File: src/rtl/ram_fifo_pkg.sv
// Shared constants and arbiter state encoding for the RAM-backed FIFO controller.
package ram_fifo_pkg;

    localparam int DEF_DATA_W = 8;
    localparam int DEF_ADDR_W = 8;
    localparam int DEF_DEPTH  = 2 ** DEF_ADDR_W;

    // Records which side won the most recent grant; the other side wins the next contention.
    typedef enum logic {
        LAST_PUSH = 1'b0,
        LAST_POP  = 1'b1
    } arb_state_t;

    // Bit positions inside the two-entry request/grant vectors.
    localparam int REQ_PUSH = 0;
    localparam int REQ_POP  = 1;

endpackage

File: src/rtl/arb2_rr.sv
// Two-requester round-robin arbiter with a last-grant register.
module arb2_rr
    import ram_fifo_pkg::*;
(
    input  logic       clk,
    input  logic       rst_n,
    input  logic [1:0] req,
    output logic [1:0] grant
);

    arb_state_t last_grant;

    // A lone requester always wins; on contention the side that did not win last time is chosen.
    always_comb begin
        grant = 2'b00;
        case (req)
            2'b01:   grant[REQ_PUSH] = 1'b1;
            2'b10:   grant[REQ_POP]  = 1'b1;
            2'b11: begin
                if (last_grant == LAST_POP) grant[REQ_PUSH] = 1'b1;
                else                        grant[REQ_POP]  = 1'b1;
            end
            default: grant = 2'b00;
        endcase
    end

    // Remember the winner; cycles without a grant leave the history untouched so fairness survives idle gaps.
    always_ff @(posedge clk or negedge rst_n) begin
        if (!rst_n) begin
            last_grant <= LAST_POP;
        end else if (grant[REQ_PUSH]) begin
            last_grant <= LAST_PUSH;
        end else if (grant[REQ_POP]) begin
            last_grant <= LAST_POP;
        end
    end

endmodule

File: src/rtl/ram_fifo_ctrl.sv
// FIFO controller that keeps its storage in an external single-port RAM.
// Each cycle carries at most one RAM access: a push write or a pop read.
module ram_fifo_ctrl
    import ram_fifo_pkg::*;
#(
    parameter int DATA_W = DEF_DATA_W,
    parameter int ADDR_W = DEF_ADDR_W
) (
    input  logic              clk,
    input  logic              rst_n,
    input  logic              clr,
    input  logic              push_req,
    input  logic [DATA_W-1:0] push_data,
    output logic              push_ack,
    input  logic              pop_req,
    output logic              pop_ack,
    output logic              pop_valid,
    output logic [DATA_W-1:0] pop_data,
    output logic              full,
    output logic              empty,
    output logic [ADDR_W:0]   count,
    output logic [ADDR_W-1:0] ram_addr,
    output logic [DATA_W-1:0] ram_wdata,
    output logic              ram_wr,
    input  logic [DATA_W-1:0] ram_rdata
);

    // Count value meaning every RAM location holds a word.
    localparam logic [ADDR_W:0] FULL_COUNT = {1'b1, {ADDR_W{1'b0}}};

    logic [ADDR_W-1:0] wr_ptr;
    logic [ADDR_W-1:0] rd_ptr;
    logic [ADDR_W:0]   count_q;
    logic              push_elig;
    logic              pop_elig;
    logic [1:0]        req_vec;
    logic [1:0]        grant_vec;

    assign count = count_q;
    assign full  = (count_q == FULL_COUNT);
    assign empty = (count_q == '0);

    // Eligibility is masked by reset so nothing is acknowledged while rst_n is low, and by clr so a flush cycle grants nothing.
    always_comb begin
        push_elig = rst_n && push_req && !full  && !clr;
        pop_elig  = rst_n && pop_req  && !empty && !clr;
        req_vec   = 2'b00;
        req_vec[REQ_PUSH] = push_elig;
        req_vec[REQ_POP]  = pop_elig;
    end

    arb2_rr u_arb (
        .clk   (clk),
        .rst_n (rst_n),
        .req   (req_vec),
        .grant (grant_vec)
    );

    // The RAM port follows the grant; idle cycles issue a harmless read at the read pointer.
    always_comb begin
        push_ack  = grant_vec[REQ_PUSH];
        pop_ack   = grant_vec[REQ_POP];
        ram_wr    = push_ack;
        ram_addr  = push_ack ? wr_ptr : rd_ptr;
        ram_wdata = push_data;
        pop_data  = ram_rdata;
    end

    // Pointer and occupancy bookkeeping; clr wins over any grant and pop_valid tracks the RAM read latency.
    always_ff @(posedge clk or negedge rst_n) begin
        if (!rst_n) begin
            wr_ptr    <= '0;
            rd_ptr    <= '0;
            count_q   <= '0;
            pop_valid <= 1'b0;
        end else begin
            pop_valid <= pop_ack;
            if (clr) begin
                wr_ptr  <= '0;
                rd_ptr  <= '0;
                count_q <= '0;
            end else if (push_ack) begin
                wr_ptr  <= wr_ptr + 1'b1;
                count_q <= count_q + 1'b1;
            end else if (pop_ack) begin
                rd_ptr  <= rd_ptr + 1'b1;
                count_q <= count_q - 1'b1;
            end
        end
    end

endmodule

File: config.mk
export PLATFORM = sky130hd
export DESIGN_NAME = ram_fifo_ctrl
export DESIGN_NICKNAME = d
export VERILOG_FILES = /design/src/rtl/ram_fifo_pkg.sv /design/src/rtl/arb2_rr.sv /design/src/rtl/ram_fifo_ctrl.sv
export SDC_FILE = /design/constraint.sdc
export NUM_CORES = 1
export LEC_CHECK = 0
export BUFFER_PORTS_ARGS = -buffer_cell sky130_fd_sc_hd__buf_2
export CAP_MARGIN = 20
export CORE_ASPECT_RATIO = 2
export CORE_UTILIZATION = 50
export CTS_CLUSTER_DIAMETER = 200
export DETAILED_ROUTE_END_ITERATION = 8
export PLACE_DENSITY = 0.79
export SKIP_CTS_REPAIR_TIMING = 1
export SLEW_MARGIN = 20
export SYNTH_ARGS = -nofsm -noshare
export SYNTH_HDL_FRONTEND = slang
export SYNTH_HIERARCHICAL = 1
export SYNTH_SLANG_ARGS = --single-unit
export TNS_END_PERCENT = 30
File: constraint.sdc
create_clock -name clk -period 4.2 [get_ports clk]
set_clock_uncertainty 0.05 [all_clocks]
set_input_delay 0.84 -clock clk [delete_from_list [all_inputs] [get_ports clk]]
set_output_delay 0.84 -clock clk [all_outputs]
set_load 0.03 [all_outputs]
==> impl_metrics.py, run 1 <==
metrics = {
    "outcome": {
        "outcome": "finished clean",
    },
    "clocking": {
        "clk_pin_slew_worst_paths_ps": 100,
        "clkSinkCount": 27,
        "clkLatencyLatePin_ps": 270,
        "root_buffer": "clkbuf_8",
        "clk_path_buf_depth": 2,
        "htree_levels": 1,
        "cts_tree": "done",
        "cts_buffers": 3,
    },
    "synthesis": {
        "syn-num-nets": 223,
        "yosysUniqueCellTypes": 42,
        "synth_ff_type": "dfrtp_1",
        "yosys_warnings": 6,
        "synth_most_common_cell": "dfrtp_1",
        "syn_area_per_cell_um2": 9.47,
        "synth_commonest_cells": "dfrtp_1 (26), nor2_1 (24), buf_4 (17)",
        "synth_area_leader_cell": "dfrtp_1",
        "synthArstFlopShare": 1.00,
        "synth_cells": 192,
        "synth_edf_count": 0,
        "synth_area_leaders": "dfrtp_1 (36%), buf_4 (7.0%), ha_1 (6.2%)",
        "synth_top_area_frac": 0.358,
        "synth_area_mm2": 0.00182,
        "yosysSeqAreaShare": 0.372,
        "yosys_register_bits": 27,
    },
    "layout": {
        "n_antenna_cell": 0,
        "fillCellCount": 315,
        "area_growth_pct": 5.78,
        "nNetsFinal": 234,
        "drive_above_1_share": 0.238,
    },
    "sta": {
        "finalCritPeriodShare": 0.831,
        "fmax_ghz": 0.287,
        "layout_setup_ws_ps": 711,
        "rsz0062_at_grt": "false",
        "layout_min_cycle_time_ps": 3490,
        "slew_violations": 0,
        "finalSetupViolations": 0,
        "hold_viol": 0,
        "setup_tns_ps": 0,
        "worst_pin_slew_ps": 663,
        "slew_headroom": 0.558,
    },
    "grt": {
        "grt_max_degree": 29,
        "grt_pass1_wl_um": 6500,
        "grt_pass1_vias": 1403,
        "gr-total-overflow": 0,
        "grtUsageTotal": 0.224,
        "antenna_found_initial": 0,
    },
    "drt": {
        "wl_um": 3890,
        "drc": 0,
        "ant_nets": 0,
        "routedWlPerCell_um": 15.6,
        "met1_length_um": 1490,
        "met2WireLength_um": 2190,
        "dr.pass1.iters": 4,
        "first_iter_violations": 18,
        "dr.max_layer_used": "met4",
        "via_count": 1410,
        "wl_met3_um": 94,
        "via_per_inst": 5.64,
    },
    "flow_run": {
        "maxCapViolCount": 0,
    },
    "placement": {
        "gp_congestion": 0.803,
        "post-place-ws_ps": 707,
        "port_buffers": 27,
        "hpwl_um": 2930,
    },
    "floorplanning": {
        "dieHeight_um": 87.3,
        "start_util": 0.532,
        "die_area_mm2": 0.00390,
        "rows": 30,
        "core_area_mm2": 0.00342,
        "io_pins": 60,
        "die_w_um": 44.6,
    },
    "worst_setup_path": {
        "worst_ep_required_time_ps": 3310,
        "crit_path_max_fanout": 21,
        "worstSetupEndpointType": "output port",
        "start_kind": "flip-flop",
        "crit_arrival_ps": 2600,
        "crit_type": "flip-flop to output port",
    },
    "hold_path": {
        "hold_path_class": "flip-flop to flip-flop",
    },
    "power_and_ir_drop": {
        "p_per_area_mw_per_mm2": 474,
        "vdd.ir_drop.worst_mv": 0.272,
        "p_total_uw": 911,
        "leakage_uw": 0.000949,
    },
}
worst max-delay path, stage by stage, from the launching register on:
cell and delay [ps]:
dfrtp_1 450, nor4_1 470, nand2_1 140, nor2_1 150, nor4bb_1 110, a21boi_2 180, buf_4 280, mux2_2 360
buf_2 170
worst paths after layout:
kind	from	end	slack (ps)	cells past startpoint
max in group asynchronous	rst_n	wr_ptr[1]	3230	2
max reg2reg	count[1]	count[6]	890	12
min in group asynchronous	rst_n	u_arb/last_grant	500	1
min	u_arb/last_grant	u_arb/last_grant	470	2
max	count[1]	ram_addr[3]	710	8
min reg2reg	u_arb/last_grant	u_arb/last_grant	470	2
flip-flops by register name, indices dropped and copies added (netlist names):
signal	cells
count	9
pop_valid	1
rd_ptr	8
u_arb/last_grant	1
wr_ptr	8
area by class of cell:
cell class / instances / area (um2) / area share
Timing Repair Buffer: 31 / 165 / 0.0859
Multi-Input combinational cell: 134 / 952 / 0.495
Sequential cell: 27 / 677 / 0.352
Inverter: 6 / 22.5 / 0.0117
Clock inverter: 1 / 5.00 / 0.00260
Clock buffer: 3 / 41.3 / 0.0215
Tap cell: 48 / 60.1 / 0.0312
cell families after synthesis:
| logic type | Yosys count | synth area share |
|---|---|---|
| simple gates | 66 | 0.190 |
| compound gates | 33 | 0.126 |
| buf+inv | 31 | 0.106 |
| flops | 27 | 0.372 |
| xor+xnor | 15 | 0.0723 |
| mux | 10 | 0.0606 |
| fa+ha+maj | 10 | 0.0730 |
stage by stage:
step	cell area (um2)	utilization	hold slack, ps	cells
after floorplan	1820	-	444	192
after global placement	1880	0.549	456	246
after detailed placement	1880	0.549	463	246
after CTS	1920	0.563	477	250
after global routing	1920	0.563	495	250
final	1920	0.563	475	250
layer usage:
metal / track usage / up-vias
met2: 0.413 / 29
li1: - / 686
met3: 0.0166 / 10
met5: 0 / -
met1: 0.243 / 685
met4: 0.110 / 0
placed cells by master (no fill, tap or decap), types with 5 or more instances in the layout:
master,n
nand2_1,10
nor2_1,24
a21oi_1,12
ha_1,9
dfrtp_1,26
inv_1,6
mux2_2,8
nor4_1,5
buf_2,27
xor2_1,11
report_power, final:
part / switching [uW] / total (uW) / internal [uW]
Clock: 84.2 / 151 / 66.6
Combinational: 271 / 432 / 160
Sequential: 34.7 / 329 / 294
Note: power is estimated with default switching activity, not from simulation.
==> run 2, diff against run 1 <==
--- a/config.mk
+++ b/config.mk
@@ -5,13 +5,14 @@
 export SDC_FILE = /design/constraint.sdc
 export NUM_CORES = 1
 export LEC_CHECK = 0
+export ABC_AREA = 1
 export BUFFER_PORTS_ARGS = -buffer_cell sky130_fd_sc_hd__buf_2
 export CAP_MARGIN = 20
 export CORE_ASPECT_RATIO = 2
-export CORE_UTILIZATION = 50
+export CORE_UTILIZATION = 51
 export CTS_CLUSTER_DIAMETER = 200
 export DETAILED_ROUTE_END_ITERATION = 8
-export PLACE_DENSITY = 0.79
+export PLACE_DENSITY = 0.8
 export SKIP_CTS_REPAIR_TIMING = 1
 export SLEW_MARGIN = 20
 export SYNTH_ARGS = -nofsm -noshare
==> constraint.sdc (replaced) <==
create_clock -name clk -period 3.64 [get_ports clk]
set_clock_uncertainty 0.05 [all_clocks]
set_input_delay 0.728 -clock clk [delete_from_list [all_inputs] [get_ports clk]]
set_output_delay 0.728 -clock clk [all_outputs]
set_load 0.03 [all_outputs]
==> impl_metrics.py, run 2 <==
metrics = {
    "outcome": {
        "outcome": "finished clean",
    },
    "floorplanning": {
        "rows": 31,
        "die_w_um": 45.4,
        "start_util": 0.533,
        "core_area_mm2": 0.00361,
        "io_pins": 60,
        "die_area_mm2": 0.00403,
        "dieHeight_um": 88.8,
    },
    "drt": {
        "wl_um": 4540,
        "via_per_inst": 5.26,
        "first_iter_violations": 34,
        "ant_nets": 0,
        "via_count": 1711,
        "dr.pass1.iters": 6,
        "drc": 0,
        "routedWlPerCell_um": 14.0,
    },
    "sta": {
        "finalSetupViolations": 0,
        "layout_min_cycle_time_ps": 3090,
        "finalCritPeriodShare": 0.849,
        "worst_pin_slew_ps": 354,
        "slew_violations": 0,
        "rsz0062_at_grt": "false",
        "fmax_ghz": 0.324,
        "worst_hold_slack_ps": 214,
        "slew_headroom": 0.764,
        "hold_viol": 0,
    },
    "layout": {
        "drive_above_1_share": 0.167,
        "fillCellCount": 364,
        "n_antenna_cell": 0,
        "finalInstanceArea_mm2": 0.00204,
        "layout_common_cells": "nand2_1 (65), inv_1 (37), buf_2 (27)",
        "multi_input_area_um2": 956,
        "area_growth_pct": 5.92,
        "nNetsFinal": 308,
        "layout.area.seq_um2": 677,
        "largest_reg_flops": 9,
        "final_common_cell": "nand2_1",
    },
    "clocking": {
        "clk_pin_slew_worst_paths_ps": 100,
        "cts_tree": "done",
        "clk_path_buf_depth": 2,
        "clkLatencyLatePin_ps": 270,
        "root_buffer": "clkbuf_8",
        "cts_buffers": 3,
        "htree_levels": 1,
        "clkSinkCount": 27,
    },
    "synthesis": {
        "synth_area_leaders": "dfrtp_1 (34%), nand2_1 (13%), inv_1 (7.2%)",
        "synth_top_area_frac": 0.339,
        "synth_area_leader_cell": "dfrtp_1",
        "synth_area_mm2": 0.00192,
        "synth_commonest_cells": "nand2_1 (65), inv_1 (37), dfrtp_1 (26)",
        "yosys_warnings": 6,
        "synth_cells": 263,
        "synth_most_common_cell": "nand2_1",
        "synthArstFlopShare": 1.00,
        "synth_ff_type": "dfrtp_1",
        "yosysSeqAreaShare": 0.352,
        "syn-num-nets": 294,
        "synth_edf_count": 0,
        "syn_area_per_cell_um2": 7.31,
        "yosysUniqueCellTypes": 29,
        "yosys_register_bits": 27,
    },
    "worst_setup_path": {
        "reg2reg_slack_ps": 830,
        "crit_arrival_ps": 2310,
        "worst_ep_required_time_ps": 2860,
        "crit_path_max_fanout": 25,
        "start_kind": "primary input",
        "worstSetupEndpointType": "output port",
        "r2r-end": "count[7]",
        "r2r_start": "count[0]",
        "worstRegToRegCells": 13,
        "crit_type": "primary input to output port",
    },
    "grt": {
        "grt_pass1_vias": 1657,
        "grt_max_degree": 26,
        "grt_pass1_wl_um": 7060,
        "gr-total-overflow": 0,
        "antenna_found_initial": 0,
        "grtUsageTotal": 0.242,
    },
    "placement": {
        "gp_congestion": 0.866,
        "place_area_mm2": 0.00199,
        "port_buffers": 27,
        "hpwl_um": 3560,
    },
    "power_and_ir_drop": {
        "vdd.ir_drop.worst_mv": 0.404,
        "leakage_uw": 0.00110,
        "p_per_area_mw_per_mm2": 598,
    },
    "hold_path": {
        "hold_path_class": "primary input to async pin",
    },
    "flow_run": {
        "maxCapViolCount": 0,
    },
}
run 2: cell types whose count changed in the layout (fill, tap and decap cells not counted), sizes merged, moves of 4 or more:
cell,change
nor2,-6
inv,+33
a21o,-4
nor4,-5
o21ai,+10
xor2,-10
mux2,-8
nand3b,+4
nand3,+19
nand2,+59
run 2: kinds of logic after synthesis:
logic type / count (synthesis) / share of synthesized area
AO/OA/AOI/OAI: 33 / 0.0950
flip-flops: 27 / 0.352
adder cells (fa/ha/maj): 10 / 0.0690
XOR/XNOR: 3 / 0.0137
buffers and inverters: 59 / 0.150
AND/OR/NAND/NOR: 131 / 0.320
run 2: worst max path at each step:
stage / endpoint / from / cells after the start
floorplan: ram_addr[0] / count[0] / 9
CTS: ram_addr[3] / clr / 10
global placement: ram_addr[3] / clr / 10
global route: ram_addr[3] / count[1] / 9
finish: ram_addr[3] / clr / 10
detailed placement: ram_addr[3] / clr / 10
run 2: layout make-up:
cell class	instances	share of cell area
multi-input combinational	177	0.470
sequential	27	0.333
timing repair buffer	29	0.0738
inverter	39	0.0719
tap	49	0.0301
clock buffer	4	0.0221
run 2: power breakdown:
group          total, uW  switching, uW  internal (uW)
registers            399           51.4            348
clock network        174           95.9           78.5
logic                644            424            220
total               1220            571            647
run 2: stage by stage:
step           instances  setup slack [ps]  TNS [ps]   util  power (uW)
3_3_place_gp         321               650         0  0.552        1030
4_1_cts              325               579         0  0.564        1210
6_report             325               550         0  0.564        1220
2_1_floorplan        263              -154      -923      -         916
3_5_place_dp         321               586         0  0.552        1040
5_1_grt              325               347         0  0.564        1310
run 2: critical path, stage by stage:
cell and delay (ps):
buf_2 160, inv_2 230, nand3_1 100, nor2_1 160
inv_1 100, a21oi_2 130, buf_4 270, nand2_1 120
o21ai_0 80, buf_2 210
run 2: metal layers:
metal	global-route usage	vias to the layer above	share of wire
met4	0.135	0	0.033
met3	0.0224	12	0.034
met1	0.233	791	0.36
li1	-	865	-
met5	0	-	0
met2	0.462	43	0.57
